==> config.mk <==
export PLATFORM = sky130hd
export DESIGN_NAME = timer_dev
export DESIGN_NICKNAME = d
export VERILOG_FILES = /design/src/rtl/timer_dev.sv
export SDC_FILE = /design/constraint.sdc
export NUM_CORES = 1
export LEC_CHECK = 0
export ABC_CLOCK_PERIOD_IN_PS = 3300
export CAP_MARGIN = 40
export CORE_ASPECT_RATIO = 1.75
export CORE_MARGIN = 1
export CORE_UTILIZATION = 54
export DETAILED_ROUTE_END_ITERATION = 7
export GPL_TIMING_DRIVEN = 0
export PLACE_DENSITY = 0.83
export SYNTH_ARGS = -nofsm -noshare
export SYNTH_HDL_FRONTEND = slang
export SYNTH_SLANG_ARGS = --single-unit
==> constraint.sdc <==
create_clock -name clk -period 3.3 [get_ports clk]
set_input_delay 0.66 -clock clk [delete_from_list [all_inputs] [get_ports clk]]
set_output_delay 0.66 -clock clk [all_outputs]
set_load 0.02 [all_outputs]
==> src/rtl/timer_dev.sv <==
// Memory-mapped programmable down-counter with one-shot and auto-reload modes.
// Register map by word offset: 0 CTRL {IM, MODE[1:0], EN}, 1 PRESET, 2 COUNT (read-only), 3 reserved.
module timer_dev #(
    parameter logic [31:0] RESET_PRESET = 32'h0000_0000
) (
    input  logic        clk,
    input  logic        rst,
    input  logic        we,
    input  logic [1:0]  addr,
    input  logic [31:0] din,
    output logic [31:0] dout,
    output logic        irq
);

    typedef enum logic [1:0] {S_IDLE, S_LOAD, S_CNT, S_INT} state_t;

    localparam logic [1:0] A_CTRL   = 2'd0;
    localparam logic [1:0] A_PRESET = 2'd1;
    localparam logic [1:0] A_COUNT  = 2'd2;

    state_t      state, state_nx;
    logic        en, en_nx;
    logic        im, im_nx;
    logic [1:0]  mode, mode_nx;
    logic [31:0] preset, preset_nx;
    logic [31:0] count, count_nx;
    logic        irq_flag, flag_nx;

    always_ff @(posedge clk) begin
        if (rst) begin
            state    <= S_IDLE;
            en       <= 1'b0;
            im       <= 1'b0;
            mode     <= 2'd0;
            preset   <= RESET_PRESET;
            count    <= '0;
            irq_flag <= 1'b0;
        end else begin
            state    <= state_nx;
            en       <= en_nx;
            im       <= im_nx;
            mode     <= mode_nx;
            preset   <= preset_nx;
            count    <= count_nx;
            irq_flag <= flag_nx;
        end
    end

    always_comb begin
        state_nx  = state;
        en_nx     = en;
        im_nx     = im;
        mode_nx   = mode;
        preset_nx = preset;
        count_nx  = count;
        flag_nx   = irq_flag;

        case (state)
            S_IDLE: if (en) state_nx = S_LOAD;
            S_LOAD: begin
                count_nx = preset;
                state_nx = S_CNT;
            end
            S_CNT: begin
                if (!en) begin
                    state_nx = S_IDLE;
                end else if (count == '0) begin
                    state_nx = S_INT;
                    flag_nx  = 1'b1;
                end else begin
                    count_nx = count - 32'd1;
                end
            end
            S_INT: begin
                // MODE 2/3 fall through to one-shot behaviour
                if (mode == 2'd1) begin
                    state_nx = S_LOAD;
                    flag_nx  = 1'b0;
                end else begin
                    state_nx = S_IDLE;
                    en_nx    = 1'b0;
                end
            end
            default: state_nx = S_IDLE;
        endcase

        // CPU writes land last so they override the FSM's EN clear and flag updates
        if (we) begin
            case (addr)
                A_CTRL: begin
                    en_nx   = din[0];
                    mode_nx = din[2:1];
                    im_nx   = din[3];
                    flag_nx = 1'b0;
                end
                A_PRESET: preset_nx = din;
                default: ;
            endcase
        end
    end

    always_comb begin
        case (addr)
            A_CTRL:   dout = {28'd0, im, mode, en};
            A_PRESET: dout = preset;
            A_COUNT:  dout = count;
            default:  dout = '0;
        endcase
    end

    assign irq = irq_flag & im;

endmodule

==> metrics.md, run 1 <==
| Metric | Value |
|---|---|
| Total wire length after detailed routing | `15600 µm` |
| Number of standard cells in the layout, taps in and fillers out | `710` |
| Placeable core region | `0.00751 mm²` |
| Top cells by area, synth | `sky130_fd_sc_hd__dfxtp_1 34%, sky130_fd_sc_hd__a21oi_1 9.6%, sky130_fd_sc_hd__nand2_1 7.1%` |
| Final Wtd Congestion | `1.03` |
| Met1 routing resource usage after global routing | `42.1%` |
| PnR Total Power | `2.15 mW` |
| Maximum resistive drop on vdd | `0.351 mV` |
| Signal arrival time at the worst endpoint | `2.54 ns` |
| Number of buffers added on ports | `67` |
| Number of buffers on the longest clock path | `2` |
| Clock Sinks | `71` |
| First-pass GRT wire length | `23700 µm` |
| Actual slew at the worst max-slew pin | `0.733 ns` |
| Sequential cell area fraction in the yosys report | `34.2%` |
| Count of antenna-violating nets left after detailed routing | `0` |
| Overall die area | `0.00806 mm²` |
| Critical Path Fanout Max | `10` |
| Result of the run | `finished clean` |
| CP endpoint kind | `output port` |
| Most instantiated flip-flop cell in the synthesis netlist | `sky130_fd_sc_hd__dfxtp_1` |
| Antenna cells | `0` |
| Final Hold Vio Count | `0` |
| Per-cell routed wire length | `21.9 µm` |
| Starting DRT DRC Count | `435` |
| Via count | `4744` |
| Die Span X | `68.3 µm` |
| Floorplan die height | `118 µm` |
| Net count of the finished layout | `656` |
| Worst path setup slack after routing | `0.104 ns` |
| Initial standard-cell utilization of the core | `55.3%` |
| Cts bufs inserted | `9` |
| Count of TritonRoute iterations in the first routing pass | `7` |
| End-of-flow core utilization | `70.0%` |
| # placed instances | `694` |
| CP Launch Type | `primary input` |
| Netlist area before placement | `0.00415 mm²` |
| Leakage power of the design | `1.88 nW` |
| Fraction of met2 tracks used by global routing | `65.6%` |
| Minimum hold slack | `0.471 ns` |
| Power density of the placed cells | `409 mW/mm²` |
| Most frequent cells after synthesis | `80 x sky130_fd_sc_hd__a21oi_1, 79 x sky130_fd_sc_hd__nand2_1, 71 x sky130_fd_sc_hd__dfxtp_1` |
| Data required time of the critical path | `2.64 ns` |
| Area added between synthesis and finish | `26.6%` |
| Area fraction of the dominant cell type after synthesis | `34.2%` |
| Max-capacitance violation count | `0` |
| Aggregate global-route resource usage | `40.1%` |
| Master cell of the clock root buffer | `sky130_fd_sc_hd__clkbuf_16` |
| Syn. warnings | `0` |
| Layout Skew | `0.00786 ns` |
| Post-DP HPWL | `11100 µm` |
| Maximum achievable frequency | `313 MHz` |
| Synth area leader | `sky130_fd_sc_hd__dfxtp_1` |
| Per-instance average area after synthesis | `7.72 µm²` |
| Critical path start-end classification | `primary input to output port` |
| Post-CTS clock slew at the launch and capture registers of the worst setup and hold paths | `0.06 ns` |
| Antenna violations before repair | `0` |
| Count of pins on the block boundary | `70` |
| Count of H-tree levels built during CTS | `3` |
| Origin of the worst min-delay path | `preset[29]` |
| Via count of the first global-routing pass | `4598` |
| Gate count after technology mapping | `538` |
| Sum of negative setup slack | `0 ns` |
| Number of post-CTS setup repair buffers | `0` |
| Cell area after placement | `0.00494 mm²` |
| CTS tree | `yes` |
| Number of rows created at floorplan | `42` |
| Proportion of layout cells with a drive suffix above 1 | `7.72%` |
| Final period utilization | `96.8%` |
| Post-synth EDFFs | `0` |
| Setup slack after placement | `-0.759 ns` |
| Vias per std cell | `6.68` |
| Non-Filler Cell Area, Final | `0.00526 mm²` |
| Critical path launch point | `addr[0]` |
| Worst-case headroom to the max-slew limit | `51.1%` |
| # hold bufs at CTS | `0` |
| Min-Delay Path Class | `flip-flop to flip-flop` |
| Setup-violating endpoint count in the final report | `0` |
| Final critical delay including setup and external delays | `3.20 ns` |
| Most heavily used metal layer in global routing | `met2` |
| Pin count of the biggest net entering global routing | `12` |
| Async set-reset flop share out of synthesis | `0%` |
| Register bit total from synthesis | `71` |
| Most numerous cell in the Yosys netlist | `sky130_fd_sc_hd__a21oi_1` |
| Met3 Track Usage GR | `9.98%` |
| Count of cell types in the netlist | `48` |
| Synthesized Nets | `577` |
| Later-pin clock latency in the skew report | `0.34 ns` |
| Total congestion overflow after global routing | `0` |
| FF-to-FF Start | `count[0]` |
| Number of max-slew violations in the final report | `0` |
| DRC violations left | `0` |
| RSZ-0062 raised after global routing | `no` |
cell type report:
class                   count  area [µm²]
clock inverters             3        43.8
inverters                   5        18.8
plain buffers              56         292
clock buffers              13         240
flip-flops and latches     71        1420
multi-input cells         406        2460
well taps                  88         110
fillers                   671        2260
repair buffers             68         669
kinds of logic after synthesis:
kind of cell / after synthesis / synth area share, %
and+or+nand+nor: 210 / 25.6
AOI/OAI and AO/OA: 186 / 31.2
DFF: 71 / 34.2
buffers and inverters: 61 / 6.51
muxes: 8 / 1.93
adders and majority gates: 2 / 0.602
path summary, 6_finish.rpt:
kind,to,slack [ns],depth (start not counted)
setup / recovery,dout[13],0.10,6
hold / removal,preset[29],0.47,2
setup reg to reg,count[30],0.33,10
hold reg to reg,preset[29],0.47,2
state kept, by name, summed over array words and instances (netlist names):
register	count
irq_flag	1
count	32
im	1
preset	32
state	2
mode	2
en	1
power breakdown:
part / switching [mW] / leakage [nW] / internal, mW
clock: 0.370 / 0.138 / 0.586
combinational: 0.182 / 1.17 / 0.121
sequential: 0.0150 / 0.574 / 0.875
total: 0.567 / 1.88 / 1.58
routing by layer:
layer / share of wire, % / wire length (µm)
met3: 7.5 / 1170
met2: 51 / 7940
met5: 0 / 0
met1: 35 / 5490
met4: 6.2 / 970
critical path: stages:
cell and delay, ns:
sky130_fd_sc_hd__clkbuf_1 0.33, sky130_fd_sc_hd__nor2b_2 0.27, sky130_fd_sc_hd__clkbuf_8 0.22, sky130_fd_sc_hd__buf_4 0.26
sky130_fd_sc_hd__a22o_1 0.18, sky130_fd_sc_hd__clkdlybuf4s50_1 0.61
repair_timing:
action | in CTS | in global routing
resized for setup | 24 | 7
cloned | 0 | 0
pin swaps | 0 | 0
endpoints found under the setup margin | 32 | 21
placed cells by master (no fill, tap or decap), types with 3 or more instances in the layout:
| cell type | count |
|---|---|
| sky130_fd_sc_hd__clkbuf_1 | 39 |
| sky130_fd_sc_hd__nor3_1 | 16 |
| sky130_fd_sc_hd__nand4_1 | 4 |
| sky130_fd_sc_hd__o21ai_0 | 6 |
| sky130_fd_sc_hd__and2_1 | 5 |
| sky130_fd_sc_hd__a31oi_1 | 14 |
| sky130_fd_sc_hd__nor3b_1 | 3 |
| sky130_fd_sc_hd__o32ai_2 | 5 |
| sky130_fd_sc_hd__nand2b_1 | 29 |
| sky130_fd_sc_hd__clkbuf_16 | 9 |
| sky130_fd_sc_hd__nor4_1 | 6 |
| sky130_fd_sc_hd__nand2_1 | 79 |
| sky130_fd_sc_hd__and3_1 | 5 |
| sky130_fd_sc_hd__a32oi_1 | 5 |
| sky130_fd_sc_hd__dfxtp_1 | 71 |
| sky130_fd_sc_hd__or4_1 | 6 |
| sky130_fd_sc_hd__dlygate4sd2_1 | 9 |
| sky130_fd_sc_hd__nor2b_1 | 4 |
| sky130_fd_sc_hd__a21oi_1 | 80 |
| sky130_fd_sc_hd__buf_2 | 11 |
| sky130_fd_sc_hd__mux2i_1 | 8 |
| sky130_fd_sc_hd__nand3_1 | 5 |
| sky130_fd_sc_hd__buf_6 | 4 |
| sky130_fd_sc_hd__inv_1 | 5 |
| sky130_fd_sc_hd__a41oi_1 | 4 |
| sky130_fd_sc_hd__or3_1 | 3 |
| sky130_fd_sc_hd__a22o_1 | 28 |
| sky130_fd_sc_hd__clkdlybuf4s50_1 | 56 |
| sky130_fd_sc_hd__buf_4 | 5 |
| sky130_fd_sc_hd__a2bb2oi_1 | 3 |
| sky130_fd_sc_hd__a22oi_1 | 8 |
| sky130_fd_sc_hd__o32ai_1 | 23 |
| sky130_fd_sc_hd__nor2_1 | 36 |
No activity file was read; power rests on OpenSTA's default activity.
==> inputs of run 2 (changes only) <==
SKIP_CTS_REPAIR_TIMING = 1   (was unset)
SLEW_MARGIN = 20   (was unset)
==> run 2 against run 1 <==
  * Cell count unchanged
  * Die area stayed put
  * Flip-flop and latch count unchanged
  * Clock power fell by 0.5%
  * Sequential power about the same
  * Clock skew is 0.00097 ns higher
  * Global-route usage unchanged
  * First-iteration DRC count increased by 7.6%
  * Final area rose by 0.52%
  * Core utilization up 0.37 points
  * Via count is 0.19% lower
  * Largest power group unchanged
==> metrics.md, run 2 (synthesis gave the netlist of run 1 again) <==
| Metric | Value |
|---|---|
| Number of rows created at floorplan | `42 (unchanged)` |
| RSZ-0062 raised after global routing | `no` |
| Antenna violations before repair | `0 (unchanged)` |
| Min-Delay Path Class | `flip-flop to flip-flop` |
| Net count of the finished layout | `656 (unchanged)` |
| Layout Skew | `0.00882 ns (+0.000969 ns)` |
| Met3 Track Usage GR | `11.0% (+1.1 points)` |
| Leakage power of the design | `2.00 nW (+6.5%)` |
| Final Wtd Congestion | `1.03 (unchanged)` |
| Pin count of the biggest net entering global routing | `12 (unchanged)` |
| Count of pins on the block boundary | `70 (unchanged)` |
| Registers with the highest flip-flop counts | `count (32), preset (32)` |
| Net switching fraction of the power | `26.1% (-0.23 points)` |
| Count of TritonRoute iterations in the first routing pass | `6 (-1)` |
| Total congestion overflow after global routing | `0 (unchanged)` |
| Minimum hold slack | `0.470 ns (-0.00157 ns)` |
| Post-DP HPWL | `11100 µm (unchanged)` |
| Post-CTS clock slew at the launch and capture registers of the worst setup and hold paths | `0.06 ns (about the same)` |
| DRC violations left | `0 (unchanged)` |
| Cell area after placement | `0.00494 mm² (unchanged)` |
| Final period utilization | `95.6% (-1.2 points)` |
| Most heavily used metal layer in global routing | `met2` |
| Result of the run | `finished clean` |
| CP endpoint kind | `output port` |
| Number of buffers on the longest clock path | `2 (unchanged)` |
| Final Hold Vio Count | `0 (unchanged)` |
| Sum of negative setup slack | `0 ns (unchanged)` |
| Met1 routing resource usage after global routing | `41.3% (-0.73 points)` |
| Data required time of the critical path | `2.64 ns (about the same)` |
| Aggregate global-route resource usage | `40.1% (unchanged)` |
| Number of buffers added on ports | `67 (unchanged)` |
| Setup-violating endpoint count in the final report | `0 (unchanged)` |
| Most frequent cells in the layout | `80 x sky130_fd_sc_hd__a21oi_1, 79 x sky130_fd_sc_hd__nand2_1, 71 x sky130_fd_sc_hd__dfxtp_1` |
| Via count | `4735 (-0.19%)` |
| Count of antenna-violating nets left after detailed routing | `0 (unchanged)` |
| Max-capacitance violation count | `0 (unchanged)` |
| Fill cell count | `657 (-2.1%)` |
| Internal power of the cells | `1.58 mW (about the same)` |
| Clock Sinks | `71 (unchanged)` |
| CP Launch Type | `primary input` |
| Later-pin clock latency in the skew report | `0.34 ns (about the same)` |
| Critical path start-end classification | `primary input to output port` |
| Worst-case headroom to the max-slew limit | `51.6% (+0.51 points)` |
| Placeable core region | `0.00751 mm² (unchanged)` |
| Number of max-slew violations in the final report | `0 (unchanged)` |
| Setup slack after placement | `-0.759 ns (unchanged)` |
| Power density of the placed cells | `405 mW/mm² (-0.79%)` |
| Proportion of layout cells with a drive suffix above 1 | `7.88% (+0.16 points)` |
| Most common cell after layout, fill and taps aside | `sky130_fd_sc_hd__a21oi_1` |
| Floorplan die height | `118 µm (unchanged)` |
| Net switching component of the power | `0.560 mW (-1.1%)` |
| Clock power share | `44.4% (about the same)` |
| Maximum achievable frequency | `317 MHz (+1.3%)` |
| Logic pwr share | `14.1% (about the same)` |
| Per-cell routed wire length | `21.9 µm (-0.37%)` |
| Area added between synthesis and finish | `27.3%` |
| Critical Path Fanout Max | `10 (unchanged)` |
| Actual slew at the worst max-slew pin | `0.726 ns (-0.00763 ns)` |
| Non-Filler Cell Area, Final | `0.00529 mm² (+0.52%)` |
| Starting DRT DRC Count | `468 (+7.6%)` |
| CTS tree | `yes` |
| Total wire length after detailed routing | `15500 µm (-0.37%)` |
| Vias per std cell | `6.67 (-0.19%)` |
| Reg power frac | `41.5% (about the same)` |
| First-pass GRT wire length | `23700 µm (-0.20%)` |
| Final critical delay including setup and external delays | `3.16 ns (-0.0405 ns)` |
| Maximum resistive drop on vdd | `0.379 mV (+7.9%)` |
| Antenna cells | `0 (unchanged)` |
| Overall die area | `0.00806 mm² (unchanged)` |
| Die Span X | `68.3 µm (unchanged)` |
| Cts bufs inserted | `9 (unchanged)` |
| Via count of the first global-routing pass | `4632 (+0.74%)` |
| Fraction of met2 tracks used by global routing | `65.1% (-0.43 points)` |
| Worst path setup slack after routing | `0.145 ns (+0.0405 ns)` |
| Initial standard-cell utilization of the core | `55.3% (unchanged)` |
| Signal arrival time at the worst endpoint | `2.50 ns (-0.04 ns)` |
| Master cell of the clock root buffer | `sky130_fd_sc_hd__clkbuf_16` |
| Count of H-tree levels built during CTS | `3 (unchanged)` |
==> run 2: path summary, 6_finish.rpt <==
path	depth (start not counted)	from	slack, ns	to
setup reg to reg	10	count[0]	0.34	count[26]
hold / removal	2	preset[29]	0.47	preset[29]
hold reg to reg	2	preset[29]	0.47	preset[29]
setup / recovery	6	addr[0]	0.14	dout[8]
==> run 2: critical path: stages <==
cell and delay, ns:
sky130_fd_sc_hd__clkbuf_1 0.34, sky130_fd_sc_hd__nor2b_2 0.28, sky130_fd_sc_hd__buf_6 0.20, sky130_fd_sc_hd__buf_4 0.24
sky130_fd_sc_hd__a22o_1 0.16, sky130_fd_sc_hd__clkdlybuf4s50_1 0.61
==> run 2: routing by layer <==
metal  part of all wire (%)  wire length, µm
met1                     35             5360
met2                     51             7990
met3                    7.8             1210
met4                    6.2              958
met5                      0                0
==> run 2: layout make-up <==
cell class	instances	area, µm²	share of cell area, %
multi-input combinational	406	2470	46.7
sequential	71	1420	26.9
timing repair buffer	68	703	13.3
buffer	56	283	5.35
clock buffer	13	240	4.54
tap	88	110	2.08
clock inverter	3	43.8	0.828
inverter	5	18.8	0.355
==> run 2: stage by stage <==
step | power (mW) | instances | util, %
finish | 2.14 | 710 | 70.3
global route | 2.20 | 710 | 70.3
CTS | 2.14 | 710 | 69.5
detailed placement | 1.20 | 694 | 65.7
global placement | 1.19 | 693 | 65.7
floorplan | 1.07 | 538 | -
==> run 2: power by group through the flow <==
| stage | sequential [mW] | clock, mW | combinational (mW) |
|---|---|---|---|
| 2_1_floorplan | 0.903 | 0 | 0.169 |
| 3_3_place_gp | 0.908 | 0 | 0.285 |
| 3_5_place_dp | 0.908 | 0 | 0.288 |
| 4_1_cts | 0.890 | 0.957 | 0.291 |
| 5_1_grt | 0.891 | 0.988 | 0.319 |
| 6_report | 0.890 | 0.951 | 0.302 |
